$ cat config.mk
export PLATFORM = sky130hd
export DESIGN_NAME = oflow_fe_scheduler
export DESIGN_NICKNAME = d
export VERILOG_FILES = /design/src/rtl/oflow_pkg.sv /design/src/rtl/oflow_fe_scheduler.sv
export SDC_FILE = /design/constraint.sdc
export NUM_CORES = 1
export LEC_CHECK = 0
export CORE_MARGIN = 2
export CORE_UTILIZATION = 46
export DETAILED_ROUTE_END_ITERATION = 10
export GPL_TIMING_DRIVEN = 0
export PLACE_DENSITY = 0.89
export SYNTH_ARGS = -nofsm -noshare
export SYNTH_HDL_FRONTEND = slang
export SYNTH_SLANG_ARGS = --single-unit
export TNS_END_PERCENT = 30
$ cat constraint.sdc
create_clock -name clk -period 2.6 [get_ports clk]
set_input_delay 0.39 -clock clk [delete_from_list [all_inputs] [get_ports clk]]
set_output_delay 0.39 -clock clk [all_outputs]
set_load 0.01 [all_outputs]
$ cat src/rtl/oflow_pkg.sv
// oflow feature-extraction scheduler shared types and sizes.
// Bank geometry and FSM encoding used by the scheduler and its bench.
package oflow_pkg;

  localparam int BBOX_VECTOR_SIZE = 89;
  localparam int NUM_FE           = 4;
  localparam int MAX_OBJ          = 32;
  localparam int CNT_W            = $clog2(MAX_OBJ + 1);
  localparam int SLOT_W           = $clog2(NUM_FE);

  typedef enum logic [2:0] {
    S_IDLE,
    S_LOAD,
    S_SETTLE,
    S_WAIT_ACK,
    S_DONE
  } fe_sched_state_t;

endpackage

$ cat src/rtl/oflow_fe_scheduler.sv
// Per-frame round-robin bbox dispatcher for the oflow FE bank.
// Loads up to NUM_FE bboxes per group, then holds until the scorer acks.
module oflow_fe_scheduler
  import oflow_pkg::*;
(
  input  logic                        clk,
  input  logic                        reset_N,
  input  logic                        start,
  input  logic [CNT_W-1:0]            num_of_bbox,
  input  logic [BBOX_VECTOR_SIZE-1:0] bbox_in,
  input  logic                        bbox_valid,
  output logic                        bbox_ready,
  output logic [BBOX_VECTOR_SIZE-1:0] fe_bbox,
  output logic [NUM_FE-1:0]           fe_enable,
  output logic [CNT_W-1:0]            fe_obj_id,
  output logic                        group_valid,
  output logic [NUM_FE-1:0]           group_mask,
  input  logic                        group_ack,
  output logic                        busy,
  output logic                        frame_done
);

  fe_sched_state_t r_state;
  fe_sched_state_t w_state_nxt;

  logic [CNT_W-1:0]            r_remaining;
  logic [CNT_W-1:0]            r_obj_id;
  logic [SLOT_W-1:0]           r_slot;
  logic [NUM_FE-1:0]           r_mask;
  logic [BBOX_VECTOR_SIZE-1:0] r_fe_bbox;
  logic [NUM_FE-1:0]           r_fe_enable;
  logic [CNT_W-1:0]            r_fe_obj_id;

  logic             w_hs;
  logic             w_last;
  logic             w_ack;
  logic             w_go;
  logic [CNT_W-1:0] w_num_sat;

  assign w_num_sat = (num_of_bbox > CNT_W'(MAX_OBJ))
                   ? CNT_W'(MAX_OBJ) : num_of_bbox;

  assign w_go   = start && (r_state == S_IDLE);
  assign w_hs   = bbox_valid && (r_state == S_LOAD);
  assign w_ack  = group_ack && (r_state == S_WAIT_ACK);
  assign w_last = (r_slot == SLOT_W'(NUM_FE - 1))
               || (r_remaining == CNT_W'(1));

  always_comb begin
    w_state_nxt = r_state;
    unique case (r_state)
      S_IDLE: begin
        if (start) begin
          w_state_nxt = (w_num_sat != '0) ? S_LOAD : S_DONE;
        end
      end
      S_LOAD: begin
        if (w_hs && w_last) w_state_nxt = S_SETTLE;
      end
      S_SETTLE: w_state_nxt = S_WAIT_ACK;
      S_WAIT_ACK: begin
        if (group_ack) begin
          w_state_nxt = (r_remaining == '0) ? S_DONE : S_LOAD;
        end
      end
      S_DONE:  w_state_nxt = S_IDLE;
      default: w_state_nxt = S_IDLE;
    endcase
  end

  always_ff @(posedge clk or negedge reset_N) begin
    if (!reset_N) begin
      r_state <= S_IDLE;
    end else begin
      r_state <= w_state_nxt;
    end
  end

  // FE strobe is a single-cycle pulse; data/id hold between handshakes.
  always_ff @(posedge clk or negedge reset_N) begin
    if (!reset_N) begin
      r_remaining <= '0;
      r_obj_id    <= '0;
      r_slot      <= '0;
      r_mask      <= '0;
      r_fe_bbox   <= '0;
      r_fe_enable <= '0;
      r_fe_obj_id <= '0;
    end else begin
      r_fe_enable <= '0;
      if (w_go) begin
        r_remaining <= w_num_sat;
        r_obj_id    <= '0;
        r_slot      <= '0;
        r_mask      <= '0;
      end
      if (w_hs) begin
        r_fe_bbox      <= bbox_in;
        r_fe_enable    <= NUM_FE'(1) << r_slot;
        r_fe_obj_id    <= r_obj_id;
        r_mask[r_slot] <= 1'b1;
        r_slot         <= r_slot + 1'b1;
        r_obj_id       <= r_obj_id + 1'b1;
        r_remaining    <= r_remaining - 1'b1;
      end
      if (w_ack) begin
        r_slot <= '0;
        r_mask <= '0;
      end
    end
  end

  assign bbox_ready  = (r_state == S_LOAD);
  assign group_valid = (r_state == S_WAIT_ACK);
  assign group_mask  = group_valid ? r_mask : '0;
  assign busy        = (r_state != S_IDLE);
  assign frame_done  = (r_state == S_DONE);
  assign fe_bbox     = r_fe_bbox;
  assign fe_enable   = r_fe_enable;
  assign fe_obj_id   = r_fe_obj_id;

endmodule

==> out/summary.md, run 1 <==
- 107 µm — width of the die
- 6 — Worst Reg2Reg Path Length in Cells
- 30.1% — met1 routing resource usage after global routing
- 206 — count of buffers from port buffering
- 4900 µm² — post-synthesis cell area
- 0 — aggregate global routing overflow
- 41.4% — share of total power in combinational logic
- 2.21 ns — Req. time, crit path
- 25.0% — clock group share of total power
- 0% — mux share of post-synthesis cell area
- 14,300 µm — Post-Route WL
- 0.125 ns — smallest setup slack after layout
- 10 — Worst Path Max Fanout
- 4 — depth of the CTS H-tree
- 2 — maximum buffer depth of the clock tree
- 6.33 mW — P_int
- fe_bbox[56] — endpoint of the worst register-to-register path
- 11,500 µm² — die footprint
- 0.830 — GP Congestion
- 404 MHz — FMAX
- 58.9% — Syn-to-layout area delta
- 645 — nets in the synthesized netlist
- finished clean — outcome
- sky130_fd_sc_hd__dfrtp_1 61%, sky130_fd_sc_hd__nand2_1 23%, sky130_fd_sc_hd__ha_1 2.0% — main area contributors after synthesis
- 2 — combined buffer and inverter count along the critical path
- 107 µm — die extent in y
- met2 — GR peak layer
- 15.6 µm — wire length per cell
- 0 — number of routed nets with antenna violations
- sky130_fd_sc_hd__clkdlybuf4s50_1 — Critical-path top delay cell
- 0.81 ns — slack of the worst reg-to-reg path
- sky130_fd_sc_hd__nand2_1 — top-count cell post-synth
- 0 — count of final max-slew check failures
- 4,670 — vias in the first global route
- 1240 nW/µm² — power density of the placed cells
- 6.81% — Global Route met3 Usage
- 22,700 µm — first-pass GRT wire length
- reg2out — critical path start-end classification
- 0 — Synth Warn #
- 0.54 ns — critical path's largest stage delay
- 3.29 mW — net switching power figure
- 4 — count of TritonRoute iterations in the first routing pass
- 34.1% — share of total power consumed by net switching
- no — setup repair after global routing missed its margin
- 0.391 ns — Post-Place Setup Slack
- 28.7% — simple-gate portion of the synthesized area
- 61.3% — area share of the leading cell type in the synthesized netlist
- 0 — final hold violations
- 4.52% — area fraction in compound gates after synthesis
- 294 x sky130_fd_sc_hd__nand2_1, 120 x sky130_fd_sc_hd__dfrtp_1, 14 x sky130_fd_sc_hd__buf_2, 12 x sky130_fd_sc_hd__o21ai_0 — top post-synthesis cells by count
- 7.22% — fraction of final layout cells sized beyond drive strength 1
- 47.5% — starting utilization of the core area
- 0.05 ns — register clock-pin slew on the reported worst setup and hold paths
- 120 — sinks on the clock net
- 0% — area share of xor/xnor cells in the synthesized design
- 100% — Synth async-reset ratio
- 2.04% — post-synthesis adder-cell area fraction
- buffers and inverters — critical path's top delay family
- simple AND/OR/NAND/NOR gates — dominant combinational cell family by area after synthesis
- 537 — instance count of the mapped netlist
- 0 — residual DRC count
- 25.9% — All-Layer GR Usage
- 207 — number of I/O pins
- 9.12 µm² — syn_area_per_cell
- r_state[2] — launch point of the worst reg-to-reg path
- 264 — Initial DRC Count
- 10,300 µm² — core area
- 106 — largest net degree at the start of global routing
- 10,100 µm — detailed placement HPWL
- 871 — nets
- in2async — worst min-delay path category
- 37 — number of rows in the core area
- 45.2% — global-route track usage on met2
- 625 µV — IR drop worst, VDD
- 0 — initial antenna violation count
- 4,542 — routed via count
- 0 — number of enable-type register cells in the synthesized netlist
- 0 — number of antenna diodes
- 3.79 nW — Lkg Pwr
- sky130_fd_sc_hd__dfrtp_1 — cell taking the most area after synthesis
- yes — clock tree from TritonCTS
- 33.7% — sequential cell fraction of total power
- 2.09 ns — arrival time at the worst endpoint
- 65.5% — headroom to the max-slew limit
- 4.98 — detailed-route vias per instance
- 0 — final-report setup violation count
- 0.51 ns — clock network latency to the later pin of the worst-skew pair
- sky130_fd_sc_hd__clkbuf_8 — clock tree root buffer cell
- 40 — number of distinct library cells after synthesis
- 17 — number of CTS-inserted buffers
- sky130_fd_sc_hd__dfrtp_1 — Post-synth top flop
- 2.48 ns — Period minus WS final
- 95.2% — fin crit share
- 0.517 ns — slew at the pin with the worst max-slew slack
- 61.3% — sequential-to-total area share from yosys stat
- buf_2, and3b_2, and2_1, clkdlybuf4s50_1 — series of cell instances along the critical path
- primary output — Critical Path End Type
- 0 ns — Setup TNS Final
- flop — kind of launch point of the worst setup path
- 0.00856 ns — Post-Route Skew
- 0 — count of max-cap constraint violations
- 120 — flop and latch count out of synthesis
kinds of logic after synthesis:
family	after synthesis
buffers and inverters	35
DFF	120
AOI/OAI and AO/OA	34
adders and majority gates	8
and+or+nand+nor	340
metal layers:
layer / vias up / routed length (µm)
met2: 190 / 7460
met4: 0 / 352
met5: - / 0
li1: 2145 / -
met1: 2175 / 5460
met3: 32 / 998
cell type report:
| class | instances | area [µm²] |
|---|---|---|
| repair buffers | 208 | 2100 |
| plain buffers | 27 | 138 |
| clock buffers | 25 | 504 |
| inverters | 7 | 26.3 |
| fillers | 690 | 2540 |
| multi-input cells | 382 | 1730 |
| flip-flops and latches | 120 | 3000 |
| well taps | 136 | 170 |
| clock inverters | 7 | 113 |
layout by cell type (no fill, tap or decap), drive strengths merged, types with 3 or more instances in the layout:
cell and instances:
bufinv 3, and2 9, nand4 3, buf 20, ha 8, clkinv 3
clkbuf 34, inv 7, nand3 5, nor2 12, a21oi 8, clkdlybuf4s50 205
dfrtp 120, nand2 294, o21ai 12, a22oi 3
power groups by stage:
stage / Sequential (mW) / Clock, mW / Combinational, mW
floorplan: 3.50 / 0 / 1.46
global placement: 3.18 / 0 / 3.81
detailed placement: 3.23 / 0 / 3.97
CTS: 3.23 / 2.44 / 4.02
global route: 3.33 / 2.53 / 4.37
finish: 3.24 / 2.40 / 3.98
worst max-delay path by stage:
stage | startpoint | depth (start not counted) | slack [ns] | endpoint
detailed placement | bbox_valid | 7 | 0.39 | fe_bbox[81]
floorplan | r_state[2] | 4 | 1.03 | group_mask[0]
global route | r_state[2] | 4 | 0.004 | group_mask[1]
global placement | reset_N | 1 | -3.23 | fe_bbox[61]
CTS | r_state[2] | 4 | 0.02 | group_mask[1]
finish | r_state[2] | 4 | 0.12 | group_mask[2]
per-stage QoR:
stage / cells / hold slack, ns / instance area, µm² / utilization (%) / power (mW)
floorplan: 537 / 0.0944 / 4900 / - / 4.97
global placement: 879 / 0.457 / 7130 / 69.1 / 6.99
detailed placement: 880 / 0.232 / 7160 / 69.4 / 7.20
CTS: 912 / 0.271 / 7780 / 75.4 / 9.69
global route: 912 / 0.304 / 7780 / 75.4 / 10.2
finish: 912 / 0.311 / 7780 / 75.4 / 9.62
what timing repair did:
| action | CTS | global route |
|---|---|---|
| endpoints found under the setup margin | 4 | 4 |
| hold endpoints to repair | 15 | 0 |
| hold buffers | 1 | 0 |
| buffers inserted | 0 | 0 |
| resized for setup | 0 | 1 |
registers in the layout, summed over array words and instances (netlist names):
register	flops
fe_bbox	89
fe_obj_id	6
r_obj_id	6
r_remaining	6
fe_enable	4
r_mask	4
r_state	3
r_slot	2
No activity file was read; power rests on OpenSTA's default activity.
==> run 2, diff against run 1 <==
- ABC_AREA: not set -> 1
==> run 2 against run 1 <==
Compared with the run above: first-iteration DRC count is 52% higher; global-route usage down 1.2 points; register-to-register slack improved by 0.13 ns; non-clock buffer count decreased by 5; critical path type unchanged; clock-buffer cell count decreased by 7; critical endpoint is now group_valid.
==> out/summary.md, run 2 <==
- 2.00 ns — arrival time at the worst endpoint
- 0.50 ns — clock network latency to the later pin of the worst-skew pair
- 67.6% — headroom to the max-slew limit
- 0.298 ns — worst hold slack across all endpoints
- 29.2% — met1 routing resource usage after global routing
- 7.10% — fraction of final layout cells sized beyond drive strength 1
- 5 — count of TritonRoute iterations in the first routing pass
- 108 µm — die extent in y
- 2.39 ns — Period minus WS final
- sky130_fd_sc_hd__clkbuf_8 — clock tree root buffer cell
- 37 — number of rows in the core area
- 4930 µm² — post-synthesis cell area
- 14,100 µm — Post-Route WL
- 7780 µm² — final cell area excluding filler cells
- finished clean — outcome
- 92.1% — fin crit share
- 0.00973 ns — Post-Route Skew
- 601 µV — IR drop worst, VDD
- 14.8 µm — wire length per cell
- 0.581 ns — Post-Place Setup Slack
- 4.89 — detailed-route vias per instance
- 726 — fill cell total of the finished layout
- 0 — number of enable-type register cells in the synthesized netlist
- met2 — GR peak layer
- sky130_fd_sc_hd__dfrtp_1 — Post-synth top flop
- 0 — Resize count post-CTS
- 2.21 ns — Req. time, crit path
- 10,400 µm² — core area
- 0 — initial antenna violation count
- 206 — count of buffers from port buffering
- sky130_fd_sc_hd__dfrtp_1 61%, sky130_fd_sc_hd__nand2_1 24%, sky130_fd_sc_hd__inv_1 2.3% — main area contributors after synthesis
- 10,400 µm — detailed placement HPWL
- reg2out — critical path start-end classification
- 89 — max FFs per register
- sky130_fd_sc_hd__nand2_1 — top-count cell post-synth
- 11,600 µm² — die footprint
- 685 — nets in the synthesized netlist
- 42.0% — global-route track usage on met2
- 57.7% — Syn-to-layout area delta
- primary output — Critical Path End Type
- 0 — final hold violations
- sky130_fd_sc_hd__dfrtp_1 — cell taking the most area after synthesis
- 120 — sinks on the clock net
- 3000 µm² — sequential cell area
- 100% — Synth async-reset ratio
- 0 — residual DRC count
- 103 — largest net degree at the start of global routing
- 22,400 µm — first-pass GRT wire length
- 400 — Initial DRC Count
- 108 µm — width of the die
- 207 — number of I/O pins
- 25 — number of distinct library cells after synthesis
- flop — kind of launch point of the worst setup path
- 4 — depth of the CTS H-tree
- 8.55 µm² — syn_area_per_cell
- 17 — number of CTS-inserted buffers
- 60.9% — area share of the leading cell type in the synthesized netlist
- 4,663 — routed via count
- 418 MHz — FMAX
- 2 — maximum buffer depth of the clock tree
- 0 — count of final max-slew check failures
- 3.88 nW — Lkg Pwr
- 0 — final-report setup violation count
- in2async — worst min-delay path category
- sky130_fd_sc_hd__nand2_1 — most frequent standard cell in the layout excluding fill and tap cells
- 0 ns — Setup TNS Final
- 1220 nW/µm² — power density of the placed cells
- 316 x sky130_fd_sc_hd__nand2_1, 205 x sky130_fd_sc_hd__clkdlybuf4s50_1, 120 x sky130_fd_sc_hd__dfrtp_1, 30 x sky130_fd_sc_hd__inv_1, 22 x sky130_fd_sc_hd__nor2_1 — most used cells in the layout excluding fill and tap cells
- 0 — aggregate global routing overflow
- 577 — instance count of the mapped netlist
- 0 — count of max-cap constraint violations
- 0 — number of routed nets with antenna violations
- 0 — number of antenna diodes
- 7190 µm² — cell area after placement
- 0.94 ns — slack of the worst reg-to-reg path
- 0.486 ns — slew at the pin with the worst max-slew slack
- yes — clock tree from TritonCTS
- 7.93% — Global Route met3 Usage
- 1680 µm² — combined area of the multi-input logic cells
- 0.866 — GP Congestion
- 0.206 ns — smallest setup slack after layout
- 4,724 — vias in the first global route
- 7 — Worst Path Max Fanout
- 120 — flop and latch count out of synthesis
- 24.7% — All-Layer GR Usage
- 316 x sky130_fd_sc_hd__nand2_1, 120 x sky130_fd_sc_hd__dfrtp_1, 30 x sky130_fd_sc_hd__inv_1, 22 x sky130_fd_sc_hd__nor2_1, 18 x sky130_fd_sc_hd__nand3_1 — top post-synthesis cells by count
- 0 — Synth Warn #
- 912 — nets
- 0.06 ns — register clock-pin slew on the reported worst setup and hold paths
- no — setup repair after global routing missed its margin
- 60.9% — sequential-to-total area share from yosys stat
- 47.6% — starting utilization of the core area
[run 2: changes by cell type after synthesis, moves of 7 or more]
cell / change
sky130_fd_sc_hd__inv_1: +23
sky130_fd_sc_hd__nand2_1: +22
sky130_fd_sc_hd__nand3_1: +13
sky130_fd_sc_hd__nor2_1: +12
sky130_fd_sc_hd__and2_1: -9
sky130_fd_sc_hd__buf_2: -7
sky130_fd_sc_hd__buf_4: +7
[run 2: area by class of cell]
| type | instances | share of cell area (%) |
|---|---|---|
| sequential | 120 | 38.6 |
| multi-input combinational | 401 | 21.6 |
| buffer | 22 | 1.56 |
| timing repair buffer | 208 | 27.0 |
| clock buffer | 18 | 5.50 |
| inverter | 34 | 1.64 |
| clock inverter | 14 | 1.90 |
| tap | 136 | 2.19 |
[run 2: critical path, cell delays in order, from the launching register on]
cell,delay (ns)
sky130_fd_sc_hd__dfrtp_1,0.41
sky130_fd_sc_hd__inv_2,0.07
sky130_fd_sc_hd__nor2_2,0.11
sky130_fd_sc_hd__nand2_1,0.17
sky130_fd_sc_hd__inv_1,0.17
sky130_fd_sc_hd__clkdlybuf4s50_1,0.56
[run 2: what timing repair did]
| item | in CTS | in global routing |
|---|---|---|
| hold buffers | 1 | 0 |
| setup buffers | 0 | 0 |
| hold endpoints to repair | 18 | 0 |
[run 2: logic make-up (layout without fill, tap and decap cells)]
kind of cell | Yosys count | in the layout | synth area share [%]
buf+inv | 56 | 296 | 5.05
fa+ha+maj | 8 | 8 | 2.03
compound gates | 27 | 27 | 3.07
xor+xnor | 1 | 1 | 0.178
flops | 120 | 120 | 60.9
simple gates | 365 | 365 | 28.8
[run 2: metrics by stage]
stage / cells / utilization (%) / power [mW]
after floorplan: 577 / - / 5.04
after global placement: 919 / 69.1 / 7.08
after detailed placement: 920 / 69.4 / 7.28
after CTS: 953 / 75.0 / 9.59
after global routing: 953 / 75.0 / 10.2
final: 953 / 75.0 / 9.53
[run 2: where the power goes]
part	switching, mW	internal (mW)
logic	2.02	2.02
registers	0.517	2.72
clock network	0.853	1.40
total	3.39	6.14
[run 2: path summary, 6_finish.rpt]
check	from	endpoint	depth (start not counted)
setup / recovery	r_state[0]	group_valid	5
hold / removal	reset_N	fe_bbox[86]	2
setup reg to reg	r_state[1]	r_remaining[1]	6
hold reg to reg	fe_bbox[86]	fe_bbox[86]	2
max in group asynchronous	reset_N	r_slot[0]	3
min in group clk	bbox_in[86]	fe_bbox[86]	3
[run 2: per-layer routing]
metal | part of all wire (%) | wire length, µm | vias up
met2 | 50 | 7060 | 212
met3 | 8.3 | 1170 | 31
met4 | 2.3 | 328 | 0
li1 | - | - | 2221
met1 | 39 | 5510 | 2199
met5 | 0 | 0 | -
